File: src/rtl/fp_mul_pack.sv
// rtl/fp_mul_pack.sv - binary32 multiplier back end: normalize, round-to-nearest-even, specials, pack
module fp_mul_pack (
    input  logic        clk,
    input  logic        rst,
    input  logic        in_valid,
    output logic        in_ready,
    input  logic        sign_in,
    input  logic [9:0]  exp_in,
    input  logic [47:0] mant_in,
    input  logic        is_nan,
    input  logic        is_inf,
    input  logic        is_zero,
    output logic        out_valid,
    input  logic        out_ready,
    output logic [31:0] result,
    output logic        overflow,
    output logic        underflow,
    output logic        inexact
);

    logic        s1_valid_q;
    logic        s1_sign_q;
    logic [9:0]  s1_exp_q;
    logic [46:0] s1_mant_q;
    logic        s1_nan_q;
    logic        s1_inf_q;
    logic        s1_zero_q;

    logic        s2_valid_q;
    logic [31:0] result_q;
    logic        overflow_q;
    logic        underflow_q;
    logic        inexact_q;

    logic        s1_load;
    logic        s2_load;
    logic [46:0] s1_mant_d;
    logic [9:0]  s1_exp_d;

    logic [22:0] frac;
    logic        guard;
    logic        sticky;
    logic        round_up;
    logic [23:0] frac_sum;
    logic [9:0]  exp_r;
    logic [31:0] result_d;
    logic        overflow_d;
    logic        underflow_d;
    logic        inexact_d;

    // Output register frees up when empty or drained; stage 1 follows it.
    assign s2_load  = !s2_valid_q || out_ready;
    assign s1_load  = !s1_valid_q || s2_load;
    assign in_ready = !rst && s1_load;

    // The leading one sits at bit 47 or 46; only bits below it are kept.
    assign s1_mant_d = mant_in[47] ? mant_in[46:0] : {mant_in[45:0], 1'b0};
    assign s1_exp_d  = mant_in[47] ? exp_in + 10'd1 : exp_in;

    assign frac     = s1_mant_q[46:24];
    assign guard    = s1_mant_q[23];
    assign sticky   = |s1_mant_q[22:0];
    assign round_up = guard && (sticky || frac[0]);
    assign frac_sum = {1'b0, frac} + {23'd0, round_up};
    assign exp_r    = s1_exp_q + {9'd0, frac_sum[23]};

    always_comb begin
        result_d    = {s1_sign_q, exp_r[7:0], frac_sum[22:0]};
        overflow_d  = 1'b0;
        underflow_d = 1'b0;
        inexact_d   = guard | sticky;
        if (s1_nan_q) begin
            result_d  = 32'h7FC0_0000;
            inexact_d = 1'b0;
        end else if (s1_inf_q) begin
            result_d  = {s1_sign_q, 8'hFF, 23'd0};
            inexact_d = 1'b0;
        end else if (s1_zero_q) begin
            result_d  = {s1_sign_q, 31'd0};
            inexact_d = 1'b0;
        end else if ($signed(exp_r) >= 10'sd255) begin
            result_d   = {s1_sign_q, 8'hFF, 23'd0};
            overflow_d = 1'b1;
            inexact_d  = 1'b1;
        end else if ($signed(exp_r) <= 10'sd0) begin
            result_d    = {s1_sign_q, 31'd0};
            underflow_d = 1'b1;
            inexact_d   = 1'b1;
        end
    end

    always_ff @(posedge clk) begin
        if (rst) begin
            s1_valid_q  <= 1'b0;
            s1_sign_q   <= 1'b0;
            s1_exp_q    <= 10'd0;
            s1_mant_q   <= 47'd0;
            s1_nan_q    <= 1'b0;
            s1_inf_q    <= 1'b0;
            s1_zero_q   <= 1'b0;
            s2_valid_q  <= 1'b0;
            result_q    <= 32'd0;
            overflow_q  <= 1'b0;
            underflow_q <= 1'b0;
            inexact_q   <= 1'b0;
        end else begin
            if (s1_load) begin
                s1_valid_q <= in_valid;
                if (in_valid) begin
                    s1_sign_q <= sign_in;
                    s1_exp_q  <= s1_exp_d;
                    s1_mant_q <= s1_mant_d;
                    s1_nan_q  <= is_nan;
                    s1_inf_q  <= is_inf;
                    s1_zero_q <= is_zero;
                end
            end
            // Result only changes on a real load, so it stays put while stalled.
            if (s2_load) begin
                s2_valid_q <= s1_valid_q;
                if (s1_valid_q) begin
                    result_q    <= result_d;
                    overflow_q  <= overflow_d;
                    underflow_q <= underflow_d;
                    inexact_q   <= inexact_d;
                end
            end
        end
    end

    assign out_valid = s2_valid_q;
    assign result    = result_q;
    assign overflow  = overflow_q;
    assign underflow = underflow_q;
    assign inexact   = inexact_q;

endmodule

File: config.mk
export PLATFORM = sky130hd
export DESIGN_NAME = fp_mul_pack
export DESIGN_NICKNAME = d
export VERILOG_FILES = /design/src/rtl/fp_mul_pack.sv
export SDC_FILE = /design/constraint.sdc
export NUM_CORES = 1
export LEC_CHECK = 0
export ABC_AREA = 1
export CORE_ASPECT_RATIO = 0.5
export CORE_MARGIN = 5
export CORE_UTILIZATION = 35
export DETAILED_ROUTE_END_ITERATION = 8
export GPL_ROUTABILITY_DRIVEN = 0
export PLACE_DENSITY = 0.68
export SETUP_SLACK_MARGIN = 0.02
export SKIP_LAST_GASP = 1
export SLEW_MARGIN = 5
export SYNTH_ARGS = -nofsm -noshare
export SYNTH_HDL_FRONTEND = slang
export SYNTH_SLANG_ARGS = --single-unit
File: constraint.sdc
create_clock -name clk -period 3.9 [get_ports clk]
set_input_delay 0.975 -clock clk [delete_from_list [all_inputs] [get_ports clk]]
set_output_delay 0.975 -clock clk [all_outputs]
set_load 0.005 [all_outputs]
==> flow_metrics.py <==
metrics = {
    "timing": {
        "hold_viol_final": 0,
        "max_freq_ghz": 0.292,
        "max_slew_margin_pct": 52.9,
        "tns_ps": 0,
        "worst_pin_slew_ps": 706,
        "hold_ws_ps": 466,
        "fin_skew_ps": 8.06,
        "setup_viol": 0,
        "fin_crit_sh_pct": 87.8,
        "period_minus_slack_ps": 3420,
        "drv_slew": 0,
        "rsz0062_at_grt": "no",
    },
    "global_route": {
        "grt-busiest-layer": "met2",
        "use_met1_pct": 25.3,
        "grtUsageMet3_pct": 4.45,
        "use_met2_pct": 25.6,
        "grt_pass1_vias": 5005,
        "grt_overflow": 0,
        "grt_pass1_wl_um": 24800,
        "globalRouteTotalUtil_pct": 17.2,
        "grt_max_degree": 114,
        "antenna_found_initial": 0,
    },
    "routing": {
        "first_iter_violations": 446,
        "via_per_inst": 5.02,
        "ant_nets": 0,
        "drc": 0,
        "dr.pass1.iters": 5,
        "drt-total-wl_um": 15000,
        "route.vias.total": 5383,
        "avgRoutedWirePerCell_um": 14.0,
    },
    "yosys": {
        "yosys.cell_types.count": 38,
        "synth_area_per_cell_um2": 6.58,
        "async_reset_ff_share_pct": 0,
        "synth_edf_count": 0,
        "syn_inst": 793,
        "synth-seq-cells": 98,
        "synth.net_count": 863,
        "synthesis.area_um2": 5220,
        "yosys_warnings": 0,
        "synthFlopType": "dfxtp_1",
        "seq_area_frac_synth_pct": 37.6,
    },
    "clock_network": {
        "cts_setup_buffers": 0,
        "hold_buffers": 0,
        "clockRootBuffer": "clkbuf_16",
        "path_clk_slew_ps": 70,
        "ctsResizeCount": 0,
        "cts.path.max_buffers": 2,
        "htreeDepth": 3,
        "cts_buffers": 9,
        "cts_tree": "yes",
        "clkLatencyLatePin_ps": 350,
        "cts.sinks": 98,
    },
    "final_layout": {
        "final_cell_mix": "nand2_1, clkdlybuf4s50_1, dfxtp_1",
        "post-route-util_pct": 46.0,
        "fill_cells": 1502,
        "area_growth_pct": 28.2,
        "final_common_cell": "nand2_1",
        "drive_gt1_share_pct": 5.94,
        "diodes": 0,
        "final_nets": 940,
    },
    "floorplanning": {
        "die_w_um": 183,
        "die_area_um2": 17600,
        "coreArea_um2": 14500,
        "start_util_pct": 35.9,
        "num_rows": 31,
        "die_h_um": 96.4,
        "num_io_pins": 103,
    },
    "setup_path": {
        "r2r_cells": 17,
        "worstPathRequired_ps": 4130,
        "cp_max_fo": 18,
        "cp-start-kind": "register",
        "critPathKind": "register to register",
        "cp.arrival_ps": 3650,
        "regToRegSetupSlack_ps": 480,
        "cp-end-kind": "register",
        "cp-startpoint": "s1_mant_q[27]",
        "timing.rr.start": "s1_mant_q[27]",
        "r2r_end": "result[1]",
    },
    "min_path": {
        "holdPathStages": 2,
        "worstHoldEndpoint": "result[7]",
        "min_from": "result[7]",
        "hold_class": "register to register",
    },
    "placement": {
        "hpwl_um": 11000,
        "io_buffers": 102,
    },
    "pwr": {
        "power.leakage_nw": 2.67,
        "powerDensity_nw_per_um2": 374,
        "irDropWorstVdd_mv": 0.182,
        "power_mw": 2.50,
    },
    "outcome": {
        "status": "complete, no violations",
    },
    "job": {
        "max_cap_viol_count": 0,
    },
}
per-stage QoR:
step | instances | setup slack [ps] | instance area [um^2]
final | 1073 | 477 | 6700
after global routing | 1073 | 56.2 | 6700
after CTS | 1073 | 530 | 6700
after detailed placement | 1057 | 561 | 6360
after global placement | 1057 | 589 | 6360
after floorplan | 793 | 1050 | 5220
Yosys cell counts (4+ instances only):
| cell type | count | share of area (%) |
|---|---|---|
| xor2_1 | 8 | 1.3 |
| nand4_1 | 9 | 1.1 |
| nor2_2 | 8 | 0.96 |
| a31oi_1 | 48 | 5.8 |
| clkinv_1 | 4 | 0.29 |
| or2_2 | 4 | 0.48 |
| o21ai_0 | 71 | 6.8 |
| clkbuf_1 | 36 | 2.6 |
| inv_1 | 55 | 4.0 |
| nor3_1 | 11 | 1.1 |
| a21oi_1 | 51 | 4.9 |
| nand2_1 | 219 | 16 |
| nor2_1 | 80 | 5.8 |
| dfxtp_1 | 98 | 38 |
| nand3_1 | 49 | 4.7 |
| ha_1 | 4 | 0.96 |
| nand2_2 | 6 | 0.72 |
worst max-delay path, cell delays in order, from the launching register on:
cell      delay, ps
dfxtp_1         430
nand2_1         100
nor2_1          170
nand3_1         160
nor2_2          280
nand3_1         140
nor3_1          170
ha_1            230
ha_1            280
or2_2           300
nor2_1          130
nand3_2         110
nor2_4          180
nand2_8         100
nand2_8         140
inv_1           150
nand3b_1        130
a21oi_1          80
state kept, by name, indices dropped and copies added, names as in the netlist:
register and count:
s1_mant_q 47, result 32, s1_exp_q 10, inexact 1, out_valid 1, overflow 1, s1_inf_q 1, s1_nan_q 1
s1_sign_q 1, s1_valid_q 1, s1_zero_q 1, underflow 1
layer usage:
layer	routed length [um]	share of wire (%)
met1	7590	51
met2	6170	41
met3	1120	7.5
met4	92	0.61
met5	0	0
worst max path at each step:
stage	endpoint	depth (start not counted)
6_report	result[1]	17
5_1_grt	result[23]	18
4_1_cts	result[1]	17
3_5_place_dp	result[1]	17
3_3_place_gp	result[8]	12
2_1_floorplan	result[19]	18
layout make-up:
cell class	count	area (um^2)	area share [%]
Tap cell	198	248	3.70
Inverter	60	225	3.36
Sequential cell	98	1960	29.3
Clock buffer	9	225	3.36
Timing Repair Buffer	109	1080	16.1
Clock inverter	7	106	1.59
Multi-Input combinational cell	592	2850	42.5
kinds of logic after synthesis:
group / Yosys count / share of synthesized area (%)
simple gates: 399 / 33.0
compound gates: 178 / 18.7
buf+inv: 103 / 7.88
flops: 98 / 37.6
xor+xnor: 11 / 1.85
fa+ha+maj: 4 / 0.959
where the power goes:
part           leakage (nW)  internal [mW]  switching [mW]
Combinational          1.70          0.175           0.221
Clock                 0.163          0.574           0.418
Sequential            0.807           1.06          0.0509
No activity file was read; power rests on OpenSTA's default activity.
